--- src/rtl/delay_ram_scheduler.sv ---
`default_nettype none
// ============================================================================
// Module      : delay_ram_scheduler
// Description : Chorus delay-line RAM sequencer (clkDSP domain). Each dry
//               sample strobe runs a fixed write / read / capture schedule
//               on one single-port RAM and emits the LFO-tapped wet sample
//               with a one-cycle strobe.
// Options     : DELAY_PRIME_MUTE_EN - mute the wet output until the whole
//               buffer has been written once after reset.
// Revision    : 1.0 - initial release
// ============================================================================
module delay_ram_scheduler #(
  parameter int PKT_WIDTH = 16,
  parameter int BUF_DEPTH = 4410,
  parameter int AVG_DELAY = 882,
  localparam int ADDR_W   = $clog2(BUF_DEPTH)
) (
  input  logic                 clk_i,
  input  logic                 reset_i,
  input  logic [PKT_WIDTH-1:0] pkt_i,
  input  logic                 pktChanged_i,
  input  logic [PKT_WIDTH-1:0] extraDelay_i,
  output logic [ADDR_W-1:0]    ramAddr_o,
  output logic [PKT_WIDTH-1:0] ramWrData_o,
  output logic                 ramWrEn_o,
  input  logic [PKT_WIDTH-1:0] ramRdData_i,
  output logic [PKT_WIDTH-1:0] pktDelayed_o,
  output logic                 pktDelayedChanged_o,
  output logic                 busy_o,
  output logic                 overrun_o
);

  localparam logic [1:0] S_IDLE    = 2'd0;
  localparam logic [1:0] S_WRITE   = 2'd1;
  localparam logic [1:0] S_READ    = 2'd2;
  localparam logic [1:0] S_CAPTURE = 2'd3;

  // Largest LFO offset that keeps the total delay inside the buffer.
  localparam logic [PKT_WIDTH-1:0] EXTRA_MAX = PKT_WIDTH'(BUF_DEPTH - 1 - AVG_DELAY);
  localparam logic [ADDR_W-1:0]    LAST_SLOT = ADDR_W'(BUF_DEPTH - 1);
  localparam logic [ADDR_W-1:0]    AVG_D     = ADDR_W'(AVG_DELAY);
  localparam logic signed [ADDR_W:0] DEPTH_S = (ADDR_W+1)'(BUF_DEPTH);

  logic [1:0]             state;
  logic [ADDR_W-1:0]      wr_ptr;
  logic [PKT_WIDTH-1:0]   extra_q;
  logic [PKT_WIDTH-1:0]   extra_sel;
  logic [ADDR_W-1:0]      delay;
  logic signed [ADDR_W:0] diff;
  logic signed [ADDR_W:0] diff_wrapped;
  logic [ADDR_W-1:0]      rd_addr;
  logic                   mute;

  // Tap address: clamp the offset, then wr_ptr - D modulo the buffer depth.
  always_comb begin
    extra_sel    = (extra_q < EXTRA_MAX) ? extra_q : EXTRA_MAX;
    delay        = AVG_D + ADDR_W'(extra_sel);
    diff         = $signed({1'b0, wr_ptr}) - $signed({1'b0, delay});
    diff_wrapped = diff;
    if (diff < 0) begin
      diff_wrapped = diff + DEPTH_S;
    end
    rd_addr = diff_wrapped[ADDR_W-1:0];
  end

`ifdef DELAY_PRIME_MUTE_EN
  localparam int PRIME_W = $clog2(BUF_DEPTH + 1);
  localparam logic [PRIME_W-1:0] PRIME_FULL = PRIME_W'(BUF_DEPTH);

  logic [PRIME_W-1:0] prime_cnt;

  // Count completed schedules; the count is taken after the mute decision
  // so the first BUF_DEPTH outputs are all muted.
  always_ff @(posedge clk_i) begin
    if (reset_i) begin
      prime_cnt <= '0;
    end else if (state == S_CAPTURE && prime_cnt != PRIME_FULL) begin
      prime_cnt <= prime_cnt + 1'b1;
    end
  end

  assign mute = (prime_cnt != PRIME_FULL);
`else
  assign mute = 1'b0;
`endif

  // Schedule FSM; all RAM and mixer outputs are registered here.
  always_ff @(posedge clk_i) begin
    if (reset_i) begin
      state               <= S_IDLE;
      wr_ptr              <= '0;
      extra_q             <= '0;
      ramAddr_o           <= '0;
      ramWrData_o         <= '0;
      ramWrEn_o           <= 1'b0;
      pktDelayed_o        <= '0;
      pktDelayedChanged_o <= 1'b0;
      busy_o              <= 1'b0;
      overrun_o           <= 1'b0;
    end else begin
      pktDelayedChanged_o <= 1'b0;
      if (pktChanged_i && state != S_IDLE) begin
        overrun_o <= 1'b1;
      end
      case (state)
        S_IDLE: begin
          if (pktChanged_i) begin
            ramWrEn_o   <= 1'b1;
            ramAddr_o   <= wr_ptr;
            ramWrData_o <= pkt_i;
            extra_q     <= extraDelay_i;
            busy_o      <= 1'b1;
            state       <= S_WRITE;
          end
        end
        S_WRITE: begin
          ramWrEn_o <= 1'b0;
          ramAddr_o <= rd_addr;
          state     <= S_READ;
        end
        S_READ: begin
          wr_ptr <= (wr_ptr == LAST_SLOT) ? '0 : wr_ptr + 1'b1;
          state  <= S_CAPTURE;
        end
        S_CAPTURE: begin
          pktDelayed_o        <= mute ? '0 : ramRdData_i;
          pktDelayedChanged_o <= 1'b1;
          busy_o              <= 1'b0;
          state               <= S_IDLE;
        end
        default: begin
          state <= S_IDLE;
        end
      endcase
    end
  end

endmodule
`default_nettype wire

--- config.mk ---
export PLATFORM = sky130hd
export DESIGN_NAME = delay_ram_scheduler
export DESIGN_NICKNAME = d
export VERILOG_FILES = /design/src/rtl/delay_ram_scheduler.sv
export SDC_FILE = /design/constraint.sdc
export NUM_CORES = 1
export LEC_CHECK = 0
export BUFFER_PORTS_ARGS = -buffer_cell sky130_fd_sc_hd__buf_2
export CAP_MARGIN = 20
export CELL_PAD_IN_SITES_DETAIL_PLACEMENT = 2
export CELL_PAD_IN_SITES_GLOBAL_PLACEMENT = 2
export CORE_MARGIN = 2
export CORE_UTILIZATION = 33
export DETAILED_ROUTE_END_ITERATION = 10
export PLACE_DENSITY_LB_ADDON = 0.1
export SETUP_SLACK_MARGIN = 0.2
export SLEW_MARGIN = 20
export SYNTH_ARGS = -nofsm -noshare
export SYNTH_HDL_FRONTEND = slang
export SYNTH_SLANG_ARGS = --single-unit
--- constraint.sdc ---
create_clock -name clk_i -period 6.1 [get_ports clk_i]
set_input_delay 0.305 -clock clk_i [delete_from_list [all_inputs] [get_ports clk_i]]
set_output_delay 0.305 -clock clk_i [all_outputs]
set_load 0.05 [all_outputs]
==> results of run 1 <==
-- layer usage --
layer / global-route usage, % / part of all wire (%) / vias up
li1: - / - / 1993
met1: 24.54 / 43 / 2019
met2: 38.88 / 52 / 74
met3: 5.862 / 4.4 / 6
met4: 4.142 / 0.67 / 0
met5: 0 / 0 / -
-- logic make-up after synthesis --
family / Yosys count / synth area share [%]
mux: 21 / 4.955
fa+ha+maj: 22 / 6.587
flops: 80 / 37.31
simple gates: 215 / 21.77
buf+inv: 39 / 3.614
compound gates: 114 / 18.01
xor+xnor: 38 / 7.753
-- worst max-delay path, delay by kind of cell (launching register included) --
family,cells,cell delay (ns)
AOI/OAI and AO/OA,7,1.88
and+or+nand+nor,7,0.94
adders and majority gates,2,0.78
xor gates and xnor gates,2,0.58
DFF,1,0.36
-- flip-flops by register name, indices dropped and copies added, names as in the netlist --
signal	count
busy_o	1
extra_q	16
overrun_o	1
pktDelayedChanged_o	1
pktDelayed_o	16
ramAddr_o	13
ramWrData_o	16
ramWrEn_o	1
state	2
wr_ptr	13
-- per-stage QoR --
stage | cell area, sq um | total power, mW | hold slack [ns]
2_1_floorplan | 4293 | 1.803 | 0.4360
4_1_cts | 5253 | 2.814 | 0.1914
3_5_place_dp | 4942 | 2.210 | 0.4488
6_report | 5253 | 2.793 | 0.2030
3_3_place_gp | 4942 | 2.145 | 0.4390
5_1_grt | 5253 | 2.988 | 0.2033
-- synth_stat cells, types with 2 or more instances --
library cell  number  share of area, %
a211oi_1           8               1.4
nor3_1             6              0.70
clkbuf_1          20               1.7
a21oi_1           55               6.4
or2_2              2              0.29
a211o_1            4              0.82
and4_1             3              0.61
nand4_1            5              0.73
o211ai_1           3              0.52
o211a_1            2              0.47
a21o_1             6               1.0
buf_1              4              0.35
or3_1              2              0.29
o21bai_1           2              0.35
xnor2_1           23               4.7
a41oi_1            2              0.41
a31oi_1            5              0.73
nor3b_1            2              0.35
mux2i_1           19               4.4
o31a_1             2              0.41
o21a_1             2              0.35
o41ai_4            2               1.3
and2_1             3              0.44
and3_1             6              0.87
xor2_1            15               3.1
nand3_1            8              0.93
o21ai_0            8              0.93
nand2_1          100               8.7
ha_1              21               6.1
nand3b_1           2              0.35
dfxtp_1           80                37
nor2b_1            3              0.44
nand2b_1           4              0.58
mux2_2             2              0.52
nor2_1            66               5.8
inv_1             13               1.1
a222oi_1           2              0.47
-- report_power, final --
part           leakage [nW]  internal, mW  switching [mW]
Sequential            0.652         0.621          0.0766
Combinational          1.53         0.513            1.01
Clock                 0.149         0.357           0.218
Total                  2.33          1.49            1.30
-- cell usage in the layout (no fill, tap or decap), types with 9 or more instances in the layout --
cell type and count:
a21oi_1 55, buf_2 99, clkbuf_16 9, dfxtp_1 80
ha_1 21, inv_1 13, mux2i_1 19, nand2_1 100
nor2_1 66, xnor2_1 23, xor2_1 15
-- layout make-up --
class / count / area [sq um] / area share (%)
Clock buffer: 10 / 229.0 / 4.359
Clock inverter: 5 / 81.33 / 1.548
Inverter: 13 / 48.80 / 0.9290
Multi-Input combinational cell: 410 / 2544 / 48.43
Sequential cell: 80 / 1602 / 30.49
Tap cell: 172 / 215.2 / 4.097
Timing Repair Buffer: 104 / 533.0 / 10.15
-- final timing paths --
| check | depth (start not counted) | start | slack [ns] | endpoint |
|---|---|---|---|---|
| worst max register to register | 18 | extra_q[4] | 1.43 | ramAddr_o[11] |
| worst max-delay path | 18 | extra_q[4] | 1.43 | ramAddr_o[11] |
| worst min-delay path | 3 | ramRdData_i[1] | 0.20 | pktDelayed_o[1] |
| worst min register to register | 2 | ramWrData_o[13] | 0.45 | ramWrData_o[13] |
==> results.py, run 1 <==
metrics = {
    "outcome": {
        "status": "complete, no violations",
    },
    "grt": {
        "grt_pass1_vias": 4454,
        "grt-ovfl-total": 0,
        "grt_max_degree": 66,
        "track_usage_pct": 21.18,
        "antenna_found_initial": 0,
        "grt_pass1_wl_mm": 23.32,
    },
    "placed_design": {
        "hpwlAfterDp_mm": 10.95,
        "dp_slack_ns": 1.471,
        "gp_congestion": 0.8118,
        "placed_cells": 779,
        "io_buffers": 99,
    },
    "setup_path": {
        "critPathMaxFanout": 9,
        "cp-end-kind": "register",
        "worstSetupPathType": "register to register",
        "start_kind": "register",
        "slowest_stage": "ha_1",
        "critPathRequiredTime_ns": 6.33,
        "worst_path_most_repeated_cell": "nor2_1",
        "critPathMaxStageDelay_ns": 0.50,
        "path_cells": "nor2_1, nand3b_1, a41oi_1, o21a_1, nand2b_1, ha_1, a21oi_1, xor2_1, nor2_1, ha_1, and3_1, a22o_4, nor2_1, xnor2_1, o211ai_1, a2111oi_2, nor3b_1, a221o_1",
        "cp.arrival_ns": 4.90,
    },
    "clock_tree": {
        "clock_latency_ns": 0.34,
        "cts_buffer_depth": 2,
        "cts_tree": "done",
        "clk_pin_slew_ns": 0.06,
        "cts_buffers": 9,
        "cts_hold_buf": 0,
        "clock-sinks": 80,
        "post_cts_buffers": 0,
        "cts_max_level": 3,
        "cts_resized": 0,
        "ctsRootBufferMaster": "clkbuf_16",
    },
    "route": {
        "wl_mm": 14.40,
        "wl_per_cell_um": 18.14,
        "ant_nets": 0,
        "vias": 4092,
        "drc_errors": 0,
        "first_pass_iters": 4,
        "dr.first_iter.drc_count": 104,
        "viasPerCell": 5.154,
    },
    "finish": {
        "final_cell_count_no_fill": 794,
        "nFillCells": 1477,
        "syn2layout_area_growth_pct": 22.36,
        "antenna_cells": 0,
        "utilization_pct": 41.45,
        "layout.nets": 691,
        "drive_gt1_share_pct": 20.74,
    },
    "logic_synthesis": {
        "ys_seq_elements": 80,
        "synthesis.nets": 602,
        "synth_cell_types": 54,
        "syn_avg_cell_area_sq_um": 8.115,
        "ys_seq_area_share_pct": 37.31,
        "synth_edf_count": 0,
        "synth-async-reset-ratio_pct": 0,
        "synth_warnings": 0,
        "syn_inst": 529,
        "yosys_most_used_dff": "dfxtp_1",
        "syn_area_sq_mm": 0.004293,
    },
    "timing": {
        "hold_violations": 0,
        "worst_slack_ns": 1.433,
        "setup_tns_ns": 0,
        "setup_viol": 0,
        "min_period_ns": 4.667,
        "fin_skew_ns": 0.008423,
        "rsz0062_at_grt": "false",
        "relSlewSlack_pct": 31.53,
        "worst_slew_pin_slew_ns": 1.027,
        "slew_viol_final": 0,
        "fmax_mhz": 214.3,
        "finalCritPeriodShare_pct": 76.50,
    },
    "pwr": {
        "peakVddDrop_v": 0.0001702,
        "p_leak_nw": 2.329,
        "power_density_mw_per_mm2": 531.8,
    },
    "die": {
        "dieArea_sq_mm": 0.01394,
        "ios": 100,
        "dieWidth_um": 118.1,
        "std_cell_rows": 41,
        "core_sq_mm": 0.01267,
        "initial_core_util_pct": 33.88,
        "die_h_um": 118.1,
    },
    "hold_path": {
        "worstHoldPathType": "primary input to register",
    },
    "job": {
        "max_cap_viol_count": 0,
    },
}
Note: power is estimated with default switching activity, not from simulation.
==> run 2, diff against run 1 <==
--- a/config.mk
+++ b/config.mk
@@ -10,7 +10,7 @@
 export CELL_PAD_IN_SITES_DETAIL_PLACEMENT = 2
 export CELL_PAD_IN_SITES_GLOBAL_PLACEMENT = 2
 export CORE_MARGIN = 2
-export CORE_UTILIZATION = 33
+export CORE_UTILIZATION = 28
 export DETAILED_ROUTE_END_ITERATION = 10
 export PLACE_DENSITY_LB_ADDON = 0.1
 export SETUP_SLACK_MARGIN = 0.2
==> constraint.sdc (replaced) <==
create_clock -name clk_i -period 3.9 [get_ports clk_i]
set_input_delay 0.195 -clock clk_i [delete_from_list [all_inputs] [get_ports clk_i]]
set_output_delay 0.195 -clock clk_i [all_outputs]
set_load 0.05 [all_outputs]
==> run 2 against run 1 <==
Net effect: clock power is 61% higher; die area grew 17%; worst hold slack worse by 0.12 ns; sequential power rose by 58%; critical path type unchanged; largest cell class unchanged; highest routed layer unchanged.
==> results.py, run 2 (synthesis gave the netlist of run 1 again) <==
metrics = {
    "grt": {
        "use_met2_pct": 33.63,
        "grt_pass1_wl_mm": 24.56,
        "grt_busiest_layer": "met2",
        "track_usage_pct": 19.25,
        "grtUsageMet3_pct": 4.132,
        "antenna_found_initial": 0,
        "met1_usage_pct": 23.51,
        "grt_max_degree": 65,
        "grt-ovfl-total": 0,
        "grt_pass1_vias": 4711,
    },
    "job": {
        "max_cap_viol_count": 0,
    },
    "setup_path": {
        "cp.arrival_ns": 4.02,
        "critPathMaxStageDelay_ns": 0.43,
        "r2r-start": "extra_q[5]",
        "worstSetupPathType": "register to register",
        "r2r_end": "ramAddr_o[11]",
        "start_kind": "register",
        "critPathMaxFanout": 6,
        "path_cells": "nor2_4, nand3b_1, a41oi_2, o21a_4, nand2b_4, ha_4, a21oi_2, xor2_1, nor2_1, ha_1, buf_6, a22o_4, o41ai_4, xor2_2, a2111oi_4, nor3b_2, a221o_1",
        "reg2reg_depth": 17,
        "slowest_stage": "a2111oi_4",
        "rrSetupSlack_ns": 0.11,
        "cp-end-kind": "register",
        "critPathRequiredTime_ns": 4.13,
    },
    "timing": {
        "fin_skew_ns": 0.007020,
        "fmax_mhz": 263.7,
        "finalCritPeriodShare_pct": 97.22,
        "slew_viol_final": 0,
        "min_period_ns": 3.792,
        "setup_viol": 0,
        "worst_slew_pin_slew_ns": 1.015,
        "holdWs_ns": 0.08202,
        "relSlewSlack_pct": 32.36,
        "rsz0062_at_grt": "true",
        "hold_violations": 0,
    },
    "route": {
        "ant_nets": 0,
        "first_pass_iters": 4,
        "viasPerCell": 5.034,
        "vias": 4289,
        "drc_errors": 0,
        "dr.first_iter.drc_count": 108,
        "wl_mm": 15.49,
        "wl_per_cell_um": 18.18,
    },
    "outcome": {
        "status": "complete, no violations",
    },
    "die": {
        "dieWidth_um": 127.8,
        "std_cell_rows": 45,
        "ios": 100,
        "dieArea_sq_mm": 0.01634,
        "initial_core_util_pct": 28.45,
        "die_h_um": 127.8,
        "core_sq_mm": 0.01509,
    },
    "pwr": {
        "power_density_mw_per_mm2": 831.2,
        "power_mw": 4.904,
        "p_leak_nw": 2.622,
        "peakVddDrop_v": 0.0002575,
    },
    "finish": {
        "multi_input_area_sq_mm": 0.002829,
        "nFillCells": 1723,
        "ff_latch_area_sq_mm": 0.001604,
        "layout.nets": 733,
        "top_regs": "extra_q: 16 flops, pktDelayed_o: 16 flops, ramWrData_o: 16 flops",
        "antenna_cells": 0,
        "final_common_cell": "nand2_1",
        "syn2layout_area_growth_pct": 37.45,
        "mostFrequentLayoutCells": "nand2_1, buf_2, dfxtp_1",
        "drive_gt1_share_pct": 31.17,
    },
    "clock_tree": {
        "cts_max_level": 3,
        "clk_pin_slew_ns": 0.06,
        "ctsRootBufferMaster": "clkbuf_16",
        "cts_buffer_depth": 2,
        "cts_buffers": 9,
        "clock-sinks": 80,
        "cts_tree": "done",
        "cts_hold_buf": 0,
        "clock_latency_ns": 0.34,
    },
    "placed_design": {
        "io_buffers": 99,
        "hpwlAfterDp_mm": 11.19,
        "gp_congestion": 0.8098,
    },
    "hold_path": {
        "worstHoldPathType": "primary input to register",
        "holdPathStages": 3,
        "min-delay-start": "pkt_i[1]",
        "holdPathEnd": "ramWrData_o[1]",
    },
}
## run 2: cell types whose count changed in the layout (fill, tap and decap cells not counted), moves of 3 or more
cell / previous run / this run
xnor2_1: 23 / 19
buf_6: 0 / 4
a21oi_2: 0 / 4
buf_4: 5 / 43
a21oi_1: 55 / 50
a211oi_1: 8 / 5
a211oi_2: 0 / 3
xnor2_2: 0 / 4
## run 2: through the flow
step | cells | cell area (sq um) | worst slack, ns | utilization (%) | setup TNS [ns]
3_5_place_dp | 819 | 5197 | -0.1294 | 34.44 | -0.2346
6_report | 852 | 5901 | 0.1084 | 39.10 | 0
2_1_floorplan | 529 | 4350 | 0.2032 | - | 0
4_1_cts | 845 | 5682 | 0.09660 | 37.65 | 0
3_3_place_gp | 819 | 5190 | 0.1156 | 34.39 | 0
5_1_grt | 852 | 5901 | -0.06622 | 39.10 | -0.1642
## run 2: worst max-delay path by stage
stage,startpoint,to,depth (start not counted)
after floorplan,extra_q[5],ramAddr_o[11],18
after global placement,extra_q[5],ramAddr_o[5],20
after detailed placement,extra_q[5],ramAddr_o[5],20
after CTS,extra_q[4],ramAddr_o[11],17
after global routing,extra_q[5],ramAddr_o[11],17
final,extra_q[5],ramAddr_o[11],17
## run 2: report_power, final
| group | leakage [nW] | switching (mW) | total, mW | internal, mW |
|---|---|---|---|---|
| Combinational | 1.81 | 1.77 | 2.88 | 1.11 |
| Sequential | 0.652 | 0.124 | 1.10 | 0.972 |
| Clock | 0.155 | 0.350 | 0.925 | 0.575 |
## run 2: cell type report
cell class | instances | share of cell area (%)
Timing Repair Buffer | 146 | 14.63
Inverter | 13 | 0.8270
Clock inverter | 5 | 1.378
Clock buffer | 10 | 4.050
Sequential cell | 80 | 27.18
Multi-Input combinational cell | 410 | 47.94
Tap cell | 188 | 3.986
## run 2: metal layers
metal	wire, um	vias up
met5	0	-
met4	332	0
met3	628	21
met2	7792	75
met1	6740	2116
li1	-	2077
## run 2: repair_timing
action,in CTS,in global routing
pin swaps,23,33
gates resized for setup,18,27
endpoints found under the setup margin,12,12
buffers inserted,11,7
## run 2: critical path: cells and delay by family, from the launching register on
family	cells	cell delay [ns]
buf+inv	1	0.15
xor+xnor	2	0.33
simple gates	5	0.44
flops	1	0.34
fa+ha+maj	2	0.47
compound gates	7	1.95
